<file path="config.mk">
export PLATFORM = sky130hd
export DESIGN_NAME = mem_arbiter
export DESIGN_NICKNAME = d
export VERILOG_FILES = /design/src/rtl/constants_pkg.sv /design/src/rtl/arb_tag_fifo.sv /design/src/rtl/mem_arbiter.sv
export SDC_FILE = /design/constraint.sdc
export NUM_CORES = 1
export LEC_CHECK = 0
export CORE_ASPECT_RATIO = 1.5
export CORE_MARGIN = 3
export CORE_UTILIZATION = 30
export CTS_BUF_LIST = sky130_fd_sc_hd__clkbuf_4 sky130_fd_sc_hd__clkbuf_8 sky130_fd_sc_hd__clkbuf_16
export CTS_CLUSTER_SIZE = 28
export DETAILED_ROUTE_END_ITERATION = 12
export PLACE_DENSITY_LB_ADDON = 0.3
export SKIP_CTS_REPAIR_TIMING = 1
export SLEW_MARGIN = 15
export SYNTH_ARGS = -nofsm -noshare
export SYNTH_HDL_FRONTEND = slang
export SYNTH_SLANG_ARGS = --single-unit
</file>
<file path="constraint.sdc">
create_clock -name clk -period 5.03 [get_ports clk]
set_clock_uncertainty 0.1 [all_clocks]
set_input_delay 0.503 -clock clk [delete_from_list [all_inputs] [get_ports clk]]
set_output_delay 0.503 -clock clk [all_outputs]
set_load 0.005 [all_outputs]
</file>
<file path="src/rtl/constants_pkg.sv">
// constants_pkg: shared widths, arbiter defaults and the grant-lock state type.
//   ADDR_WIDTH / DATA_WIDTH   : SRAM address and data widths
//   ARB_NUM_REQ / ARB_MAX_OUTST : default requester count and read depth
//   arb_state_e               : grant lock state (idle / locked on a stalled grant)
package constants_pkg;
  localparam int ADDR_WIDTH    = 16;
  localparam int DATA_WIDTH    = 32;
  localparam int ARB_NUM_REQ   = 2;
  localparam int ARB_MAX_OUTST = 4;
  typedef enum logic {ARB_IDLE, ARB_LOCKED} arb_state_e;
endpackage

</file>
<file path="src/rtl/arb_tag_fifo.sv">
// arb_tag_fifo: in-order FIFO of granted requester indices for in-flight reads.
//   clk, rst_n        : clock, asynchronous active-low reset
//   i_push / i_din    : push a tag (ignored when full, even if popping this cycle)
//   i_pop / o_dout    : pop the head tag (ignored when empty); o_dout is the head
//   o_full / o_empty  : occupancy flags
module arb_tag_fifo #(
  parameter int W     = 1,
  parameter int DEPTH = 4
) (
  input  logic         clk,
  input  logic         rst_n,
  input  logic         i_push,
  input  logic [W-1:0] i_din,
  input  logic         i_pop,
  output logic [W-1:0] o_dout,
  output logic         o_full,
  output logic         o_empty
);
  localparam int AW = (DEPTH > 1) ? $clog2(DEPTH) : 1;

  logic [W-1:0] r_mem [DEPTH];
  logic [AW-1:0] r_wr, r_rd;
  logic [AW:0] r_cnt;
  logic w_push, w_pop;

  assign o_full  = r_cnt == (AW+1)'(DEPTH);
  assign o_empty = r_cnt == '0;
  assign o_dout  = r_mem[r_rd];
  assign w_push  = i_push && !o_full;
  assign w_pop   = i_pop && !o_empty;

  // DEPTH is a power of two, so the pointers wrap naturally
  always_ff @(posedge clk or negedge rst_n) begin
    if (!rst_n) begin
      r_wr  <= '0;
      r_rd  <= '0;
      r_cnt <= '0;
    end else begin
      if (w_push) r_wr <= r_wr + 1'b1;
      if (w_pop) r_rd <= r_rd + 1'b1;
      r_cnt <= r_cnt + (AW+1)'(w_push) - (AW+1)'(w_pop);
    end
  end

  always_ff @(posedge clk) begin
    if (w_push) r_mem[r_wr] <= i_din;
  end
endmodule

</file>
<file path="src/rtl/mem_arbiter.sv">
// mem_arbiter: shares one in-order SRAM read port among NUM_REQ requesters.
//   clk, rst_n                         : clock, asynchronous active-low reset
//   r_req_vld/r_req_rdy/r_req_addr     : per-requester read request channels
//   r_rsp_vld/r_rsp_rdy/r_rsp_data     : per-requester response channels (data broadcast)
//   m_req_vld/m_req_rdy/m_req_addr     : SRAM request channel
//   m_rsp_vld/m_rsp_rdy/m_rsp_data     : SRAM in-order response channel
//   busy                               : reads in flight or a request presented
// Build option MEM_ARB_FIXED_PRIO_EN: fixed priority (lowest index wins) instead of round-robin.
module mem_arbiter import constants_pkg::*; #(
  parameter int NUM_REQ   = ARB_NUM_REQ,
  parameter int MAX_OUTST = ARB_MAX_OUTST
) (
  input  logic                          clk,
  input  logic                          rst_n,
  input  logic [NUM_REQ-1:0]            r_req_vld,
  output logic [NUM_REQ-1:0]            r_req_rdy,
  input  logic [NUM_REQ*ADDR_WIDTH-1:0] r_req_addr,
  output logic [NUM_REQ-1:0]            r_rsp_vld,
  input  logic [NUM_REQ-1:0]            r_rsp_rdy,
  output logic [DATA_WIDTH-1:0]         r_rsp_data,
  output logic                          m_req_vld,
  input  logic                          m_req_rdy,
  output logic [ADDR_WIDTH-1:0]         m_req_addr,
  input  logic                          m_rsp_vld,
  output logic                          m_rsp_rdy,
  input  logic [DATA_WIDTH-1:0]         m_rsp_data,
  output logic                          busy
);
  localparam int TW = (NUM_REQ > 1) ? $clog2(NUM_REQ) : 1;

  arb_state_e r_state, w_state_nxt;
  logic [TW-1:0] r_lock_gnt, w_lock_nxt, w_arb_gnt, w_gnt, w_head;
  logic w_full, w_empty, w_push, w_pop, w_locked;

  // a stalled grant stays put as long as its owner keeps requesting
  assign w_locked   = (r_state == ARB_LOCKED) && r_req_vld[r_lock_gnt];
  assign w_gnt      = w_locked ? r_lock_gnt : w_arb_gnt;
  // rst_n gating keeps the request side quiet while reset is held
  assign m_req_vld  = rst_n && (|r_req_vld) && !w_full;
  assign m_req_addr = r_req_addr[int'(w_gnt)*ADDR_WIDTH +: ADDR_WIDTH];
  assign r_req_rdy  = (m_req_vld && m_req_rdy) ? NUM_REQ'(1) << w_gnt : '0;
  assign w_push     = m_req_vld && m_req_rdy;
  assign m_rsp_rdy  = !w_empty && r_rsp_rdy[w_head];
  assign r_rsp_vld  = (!w_empty && m_rsp_vld) ? NUM_REQ'(1) << w_head : '0;
  assign w_pop      = m_rsp_vld && m_rsp_rdy;
  assign r_rsp_data = m_rsp_data;
  assign busy       = !w_empty || m_req_vld;

  always_ff @(posedge clk or negedge rst_n) begin
    if (!rst_n) begin
      r_state    <= ARB_IDLE;
      r_lock_gnt <= '0;
    end else begin
      r_state    <= w_state_nxt;
      r_lock_gnt <= w_lock_nxt;
    end
  end

  always_comb begin
    w_state_nxt = ARB_IDLE;
    w_lock_nxt  = r_lock_gnt;
    if (m_req_vld && !m_req_rdy) begin
      w_state_nxt = ARB_LOCKED;
      w_lock_nxt  = w_gnt;
    end
  end

`ifdef MEM_ARB_FIXED_PRIO_EN
  always_comb begin
    w_arb_gnt = '0;
    for (int k = NUM_REQ - 1; k >= 0; k--)
      if (r_req_vld[k]) w_arb_gnt = TW'(k);
  end
`else
  localparam logic [TW:0] NR = (TW+1)'(NUM_REQ);

  logic [TW-1:0] r_rr_ptr, w_off;
  logic [NUM_REQ-1:0] w_rot;
  logic [TW:0] w_sum;

  // rotate so bit 0 is the requester at rr_ptr, pick the first set bit, rotate back
  assign w_rot     = NUM_REQ'({r_req_vld, r_req_vld} >> r_rr_ptr);
  assign w_sum     = {1'b0, r_rr_ptr} + {1'b0, w_off};
  assign w_arb_gnt = (w_sum >= NR) ? TW'(w_sum - NR) : TW'(w_sum);

  always_comb begin
    w_off = '0;
    for (int k = NUM_REQ - 1; k >= 0; k--)
      if (w_rot[k]) w_off = TW'(k);
  end

  always_ff @(posedge clk or negedge rst_n) begin
    if (!rst_n) r_rr_ptr <= '0;
    else if (w_push) r_rr_ptr <= (w_gnt == TW'(NUM_REQ - 1)) ? '0 : w_gnt + 1'b1;
  end
`endif

  arb_tag_fifo #(.W(TW), .DEPTH(MAX_OUTST)) u_tag_fifo (
    .clk     (clk),
    .rst_n   (rst_n),
    .i_push  (w_push),
    .i_din   (w_gnt),
    .i_pop   (w_pop),
    .o_dout  (w_head),
    .o_full  (w_full),
    .o_empty (w_empty)
  );
endmodule

</file>
## Word level (Yosys, flattened, before mapping)

Memories as Yosys holds them, arrays and structs flattened.
Cells that the tools add are included.

- Equality and inequality tests: 1
- $add $sub $neg: 7
- Reduce and logical (&&, ||, !) cells: 16
- Multiplexer cells: 14
- Shift-type cells: 4
- Order comparisons: 3

Operator list:

| kind | count |
|---|---|
| indexed part select 32 x 6 -> 16 bit | 1 |
| 2-to-1 mux 1 bit | 12 |
| logical AND 1 bit | 10 |
| adder 2 x 1 -> 2 bit (second input constant) | 2 |
| less-than comparator 1 x 2 -> 1 bit (second input constant) | 2 |
| 2-to-1 mux 2 bit | 2 |
| << shifter 1 x 1 -> 2 bit (first input constant) | 2 |
| right shift 4 x 1 -> 2 bit | 1 |
| adder 3 x 1 -> 3 bit | 1 |
| equality test 3 bit (second input constant) | 1 |
| logical NOT 1 bit | 3 |
| logical NOT 3 bit | 1 |
| subtractor 3 x 1 -> 3 bit | 1 |
| adder 1 x 1 -> 2 bit | 1 |
| >= comparator 2 bit (second input constant) | 1 |
| OR reduction 2 bit | 1 |
| adder 1 bit (second input constant) | 1 |
| logical OR 1 bit | 1 |
| subtractor 1 bit (second input constant) | 1 |

- Bits in writable memories: 4
- Bits of input ports: 72
- Register bits after elaboration: 10
- Memories kept: 1
- Output and inout port bits: 55
- Word-level logic and storage cells: 52

Memory list:

| name | depth | bits a word | read ports | clocked after memory_dff | write ports | line | RTL |
|---|---|---|---|---|---|---|---|
| u_tag_fifo.r_mem | 4 | 1 | 1 | 0 | 1 | arb_tag_fifo.sv:21 | `logic [W-1:0] r_mem [DEPTH];` |

## Depth between registers and ports, before layout

Gate-level depths: netlist of the first run.

- Word-level depth: 9
- Mapped depth: 9
- Mapped depth without buffers: 9

## Modules after synthesis

A second synthesis of the first run with hierarchy kept.

- Cells, all modules: 128
- Area, all modules: 1358.8 um^2

Modules (own cells, without submodules):

| module | seq. area each (um^2) | times used | cells an instance | area an instance (um^2) |
|---|---|---|---|---|
| mem_arbiter | 75.1 | 1 | 81 | 743.2 |
| arb_tag_fifo | 295.3 | 1 | 47 | 615.6 |

## Worst setup path before layout of the first run

OpenSTA, ideal clock, no wires.

- Kind: reg-to-reg
- From: reg u_tag_fifo.r_rd[0]
- To: reg u_tag_fifo.r_cnt[2]
- Slack: 2470 ps
- Required time: 4807 ps
- Setup time: 123 ps
- Period minus slack after synthesis: 2560 ps
- Data arrival time: 2337 ps
- Cell stages (with the launch flop): 10
- Buffers on the path: 0
- Path through: dfrtp_1 -> mux4_2 -> mux2i_2 -> nor2_2 -> ha_1 -> inv_1 -> ha_1 -> fa_1 -> xnor2_1 -> xnor2_1

- Longest elaborated chain between the ends: 7

Ends and longest elaborated chain:

| element | line | RTL |
|---|---|---|
| start, declared | arb_tag_fifo.sv:22 | `logic [AW-1:0] r_wr, r_rd;` |
| start signal, assigned | arb_tag_fifo.sv:40 | `if (w_pop) r_rd <= r_rd + 1'b1;` |
| memory read (4 x 1 bit) | -- |  |
| 2-to-1 mux 1 bit (implied by the code) (2 in a row) | mem_arbiter.sv:43 | `assign m_rsp_rdy = !w_empty && r_rsp_rdy[w_head];` |
| logical AND 1 bit | mem_arbiter.sv:43 |  |
| logical AND 1 bit | mem_arbiter.sv:45 | `assign w_pop = m_rsp_vld && m_rsp_rdy;` |
| logical AND 1 bit | arb_tag_fifo.sv:30 | `assign w_pop = i_pop && !o_empty;` |
| via u_tag_fifo.w_pop | arb_tag_fifo.sv:24 | `logic w_push, w_pop;` |
| subtractor 3 x 1 -> 3 bit | arb_tag_fifo.sv:41 | `r_cnt <= r_cnt + (AW+1)'(w_push) - (AW+1)'(w_pop);` |
| end signal, assigned | arb_tag_fifo.sv:41 |  |
| end, declared | arb_tag_fifo.sv:23 | `logic [AW:0] r_cnt;` |

The timed path passes the listed nets, and every way through them passes these cells. The select of a mux whose other input is x is not followed.
A chain may end at the register's enable or synchronous reset.

## Final worst setup path of the first run

- From: in rst_n
- To: out r_req_rdy[0]

- Longest elaborated chain between the ends: 4

Ends and longest elaborated chain:

| element | line | RTL |
|---|---|---|
| start, declared | mem_arbiter.sv:14 | `input logic rst_n,` |
| logical AND 1 bit (2 in a row) | mem_arbiter.sv:39 | `assign m_req_vld = rst_n && (\|r_req_vld) && !w_full;` |
| logical AND 1 bit | mem_arbiter.sv:41 | `assign r_req_rdy = (m_req_vld && m_req_rdy) ? NUM_REQ'(1) << w_gnt : '0;` |
| 2-to-1 mux 2 bit | mem_arbiter.sv:41 |  |
| end, declared | mem_arbiter.sv:16 | `output logic [NUM_REQ-1:0] r_req_rdy,` |

Every way passes these cells.

==> results.toml, run 1 <==
[run_status]
outcome = "completed"

[logic_synthesis]
synthAdderAreaFrac_pct = 8.15
synth_area_um2 = 1170
synth_warnings = 0
syn_inst = 113
synthTopCellsByArea = "dfrtp_1, buf_4, mux2_1"
yosysUniqueCellTypes = 27
synth_simple_gate_area_share_pct = 8.90
synth_top_area_share_pct = 21.4
syn_nets = 192
synth_compound_area_share_pct = 1.82
yosysMostFrequentCell = "buf_4"
synth_mux_area_share_pct = 21.3
ys_seq_elements = 14
synth.avg_cell_area_um2 = 10.3
synth_common_cells = "buf_4, mux2_1, dfrtp_1"
synth_top_family_by_area = "buffers and inverters"
async_flop_share_pct = 71.4
synth_edf_count = 4
synth_top_area_cell = "dfrtp_1"
yosysSeqAreaShare_pct = 31.7
synth-main-ff-cell = "dfrtp_1"
synthXorXnorAreaFrac_pct = 3.75

[drt]
vias_per_cell = 4.60
ant_nets = 0
routed_wl_um = 2760
drc = 0
firstDrtPassIters = 3
drt-wirelength-per-cell_um = 14.7
drt_iter0_markers = 13
vias = 865

[cts]
cts.path.max_buffers = 2
h-tree-depth = 1
clock_latency_ns = 0.25
cts_sinks = 14
cts_tree = "yes"
root_buffer = "clkbuf_8"
cts_made_buffers = 3
path_clk_slew_ns = 0.05

[die]
ios = 127
fp.dieW_um = 56.9
core_um2 = 3720
die_area_um2 = 4690
chipHeight_um = 82.4
start_util_pct = 31.4
num_rows = 27

[placed_design]
dp_cells = 184
post-dp-hpwl_um = 2280
pre_cts_ws_ns = 1.54
placed_cell_area_um2 = 1600
place.gp.congestion = 0.788
io_buffers = 62

[timing]
period_share_pct = 66.1
setup_violations = 0
max_clock_freq_mhz = 301
final_hold_viol_count = 0
drv_slew = 0
fin_ws_ns = 1.71
setup-tns-final_ns = 0
tightest_slew_ns = 0.685
slew_headroom_pct = 54.2
rsz0062_at_grt = "false"
period_needed_ns = 3.32

[grt]
antenna_found_initial = 0
grt_pass1_vias = 894
grt_max_degree = 22
grt_pass1_wl_um = 4240
grt_usage_pct = 11.8
gr-total-overflow = 0

[worst_setup_path]
cp-end-kind = "output port"
crit_arrival_ns = 2.72
rr_startpoint = "u_tag_fifo.r_rd[0]$_DFFE_PN0P_"
critPathMaxFanout = 11
start_kind = "primary input"
cp-startpoint = "rst_n"
critPathKind = "in -> out"
crit_required_ns = 4.43

[final_layout]
drive_gt1_share_pct = 8.28
syn_to_final_growth_pct = 41.5
finalNonFillerCells = 188
antennaDiodeCount = 0
fin_nets = 225
postLayoutCellArea_um2 = 1650

[power]
comb_power_share_pct = 53.7
p_leak_nw = 0.686
internal_power_mw = 0.423
peakVddDrop_uv = 190
swShare_pct = 33.1
share_seq_of_total_power_pct = 30.7
p_per_area_nw_per_um2 = 383
switchingPower_mw = 0.209
power_frac_clock_pct = 15.6

[min_path]
hp-class = "reg -> reg"
min_from = "u_tag_fifo.r_rd[1]$_DFFE_PN0P_"

[job]
maxCapViolations = 0
-- worst max-delay path: stages --
cell and delay, ns:
clkdlybuf4s50_1 0.76, o21ai_1 0.17, a31oi_1 0.39, nand2_1 0.15, inv_2 0.12, and2_1 0.13
clkdlybuf4s50_1 0.49
-- layout make-up --
cell class,instances,area (µm²)
fillers,377,2060
well taps,43,53.8
repair buffers,62,621
clock buffers,4,48.8
multi-input cells,56,524
flip-flops and latches,14,370
inverters,9,33.8
-- power groups by stage --
stage	clock, mW	sequential (mW)	combinational, mW
floorplan	0	0.188	0.207
global placement	0	0.195	0.328
detailed placement	0	0.197	0.340
CTS	0.101	0.195	0.344
global route	0.108	0.201	0.377
finish	0.0988	0.194	0.340
-- flip-flops by register name (all words and copies together), names as in the netlist --
signal            flops
r_lock_gnt            1
r_rr_ptr              1
r_state               1
u_tag_fifo.r_cnt      3
u_tag_fifo.r_mem      4
u_tag_fifo.r_rd       2
u_tag_fifo.r_wr       2
-- layer usage --
layer  part of all wire [%]  GRT usage (%)  wire length (µm)  up-vias
met5                      0              0                 0        -
met4                    2.9           6.96                80        0
met3                    8.4           4.67               232       14
met2                     52           19.0              1440       52
met1                     36           13.1              1000      399
li1                       -              -                 -      400
-- placed cells by master, fill, tap and decap left out, drive strengths merged --
| master | count |
|---|---|
| xnor2 | 3 |
| nor2b | 2 |
| and2 | 1 |
| edfxtp | 4 |
| nor3b | 1 |
| mux2 | 18 |
| inv | 9 |
| mux2i | 2 |
| o21ai | 1 |
| xor2 | 2 |
| dfrtp | 10 |
| clkbuf | 4 |
| clkdlybuf4s50 | 62 |
| a31oi | 1 |
| nand2b | 1 |
| and3 | 4 |
| nand2 | 2 |
| nor3 | 1 |
| a21oi | 2 |
| fa | 1 |
| nor2 | 7 |
| ha | 6 |
| mux4 | 1 |
-- worst paths after layout --
path                       slack [ns]  cells after the start                        endpoint
min in group asynchronous        0.48                      1  u_tag_fifo.r_rd[1]$_DFFE_PN0P_
max in group asynchronous        4.03                      1          r_lock_gnt$_DFFE_PN0P_
setup / recovery                 1.71                      7                    r_req_rdy[0]
setup reg to reg                 2.26                      9   u_tag_fifo.r_cnt[2]$_DFF_PN0_
hold / removal                   0.38                      1  u_tag_fifo.r_rd[1]$_DFFE_PN0P_
hold reg to reg                  0.38                      1  u_tag_fifo.r_rd[1]$_DFFE_PN0P_
-- per-stage QoR --
| stage | utilization, % | power [mW] | hold slack [ns] |
|---|---|---|---|
| 2_1_floorplan | - | 0.395 | 0.107 |
| 6_report | 44.4 | 0.632 | 0.382 |
| 4_1_cts | 44.2 | 0.639 | 0.384 |
| 3_5_place_dp | 42.9 | 0.537 | 0.374 |
| 3_3_place_gp | 42.9 | 0.524 | 0.370 |
| 5_1_grt | 44.4 | 0.685 | 0.404 |
-- cells by family after synthesis --
logic type / Yosys count
buffers and inverters: 43
muxes: 21
and+or+nand+nor: 19
DFF: 14
adders and majority gates: 7
xor gates and xnor gates: 5
AOI/OAI and AO/OA: 4
Note: power is estimated with default switching activity, not from simulation.
==> run 2, diff against run 1 <==
- CORE_UTILIZATION: 30 -> 25
- clock period: 5.03 -> 2.75 ns (I/O delays scaled with it)
==> results.toml, run 2 (same netlist as run 1, synthesis figures left out) <==
[timing]
setup-tns-final_ns = 0
period_needed_ns = 2.57
tightest_slew_ns = 0.228
max_clock_freq_mhz = 389
period_share_pct = 93.4
rsz0062_at_grt = "false"
drv_slew = 0
slew_headroom_pct = 84.7
final_hold_viol_count = 0
setup_violations = 0

[drt]
drt-wirelength-per-cell_um = 14.3
vias_per_cell = 4.60
firstDrtPassIters = 4
vias = 902
drt_iter0_markers = 18
routed_wl_um = 2800
drc = 0
ant_nets = 0

[grt]
antenna_found_initial = 0
gr-total-overflow = 0
grt_usage_pct = 10.4
grt_pass1_wl_um = 4190
grt_pass1_vias = 1011
grt_max_degree = 22

[worst_setup_path]
slowest_delay_ns = 0.56
crit_required_ns = 2.82
start_kind = "flop"
cp-end-kind = "flop"
critPathKind = "reg -> reg"
crit_chain = "mux4_2, mux2i_4, nor2_2, ha_1, inv_1, ha_1, fa_1, xnor2_1, xnor2_1"
crit_arrival_ns = 2.64
crit_slowest_cell = "mux4_2"
critPathMaxFanout = 3

[cts]
cts_sinks = 14
path_clk_slew_ns = 0.06
root_buffer = "clkbuf_8"
cts_made_buffers = 3
h-tree-depth = 1
clock_latency_ns = 0.25
cts.path.max_buffers = 2
cts_tree = "yes"

[die]
ios = 127
fp.dieW_um = 61.8
core_um2 = 4350
start_util_pct = 26.8
chipHeight_um = 89.7
num_rows = 29
die_area_um2 = 5540

[final_layout]
fin_util_pct = 39.1
syn_to_final_growth_pct = 45.9
final_cell_mix = "clkdlybuf4s50_1, mux2_1, dfrtp_1, inv_1"
top_register = "u_tag_fifo.r_mem"
antennaDiodeCount = 0
top_regs = "u_tag_fifo.r_mem (4), u_tag_fifo.r_cnt (3)"
drive_gt1_share_pct = 10.7
fin_nets = 230
layout_commonest_cell = "clkdlybuf4s50_1"
largest_register_ffs = 4

[job]
maxCapViolations = 0

[placed_design]
io_buffers = 62
post-dp-hpwl_um = 2360
place.gp.congestion = 0.667

[min_path]
hp-class = "in -> async"

[power]
p_leak_nw = 0.712
peakVddDrop_uv = 276
p_per_area_nw_per_um2 = 691

[run_status]
outcome = "completed"
==> run 2: critical path: cells and delay by family (launching register included) <==
family | cells | cell delay (ns)
adders and majority gates | 3 | 0.83
muxes | 2 | 0.78
DFF | 1 | 0.36
xor gates and xnor gates | 2 | 0.31
and+or+nand+nor | 1 | 0.07
buffers and inverters | 1 | 0.03
==> run 2: final timing paths <==
path                                           startpoint                        endpoint  slack [ns]  cells after the start
hold / removal                                      rst_n  u_tag_fifo.r_wr[0]$_DFFE_PN0P_        0.28                      2
setup reg to reg           u_tag_fifo.r_rd[0]$_DFFE_PN0P_   u_tag_fifo.r_cnt[2]$_DFF_PN0_        0.18                      9
min in group clk           u_tag_fifo.r_rd[1]$_DFFE_PN0P_  u_tag_fifo.r_rd[1]$_DFFE_PN0P_        0.38                      1
max in group asynchronous                           rst_n               r_state$_DFF_PN0_        2.12                      2
setup / recovery           u_tag_fifo.r_rd[0]$_DFFE_PN0P_   u_tag_fifo.r_cnt[2]$_DFF_PN0_        0.18                      9
hold reg to reg            u_tag_fifo.r_rd[1]$_DFFE_PN0P_  u_tag_fifo.r_rd[1]$_DFFE_PN0P_        0.38                      1
==> run 2: cell type report <==
type	instances	area [µm²]
Clock inverter	1	3.75
Fill cell	462	2650
Multi-Input combinational cell	56	526
Tap cell	46	57.6
Timing Repair Buffer	67	671
Clock buffer	3	41.3
Sequential cell	14	370
Inverter	9	33.8
==> run 2: routing by layer <==
| layer | wire length (µm) | global-route usage [%] | vias up |
|---|---|---|---|
| li1 | - | - | 411 |
| met1 | 921 | 9.59 | 390 |
| met2 | 1340 | 17.4 | 90 |
| met3 | 466 | 6.58 | 11 |
| met4 | 76 | 5.21 | 0 |
| met5 | 0 | 0 | - |
==> run 2: through the flow <==
step	cells	cell area, µm²	hold slack, ns	setup WS [ns]	power, mW
after floorplan	113	1170	-0.121	0.190	0.722
after global placement	191	1640	0.373	0.114	0.977
after detailed placement	191	1640	0.374	0.0762	1.00
after CTS	195	1690	0.286	0.0540	1.18
after global routing	196	1700	0.311	0.0480	1.28
final	196	1700	0.282	0.181	1.18
==> run 2: power breakdown <==
group / switching (mW) / total, mW / internal [mW]
Sequential: 0.0505 / 0.350 / 0.300
Combinational: 0.256 / 0.656 / 0.400
Clock: 0.0714 / 0.170 / 0.0989
==> run 3, diff against run 2 <==
- HOLD_SLACK_MARGIN: default -> 0.1
==> results of run 3 <==
No change in the layout: final DEF, timing and power equal those of run 2.
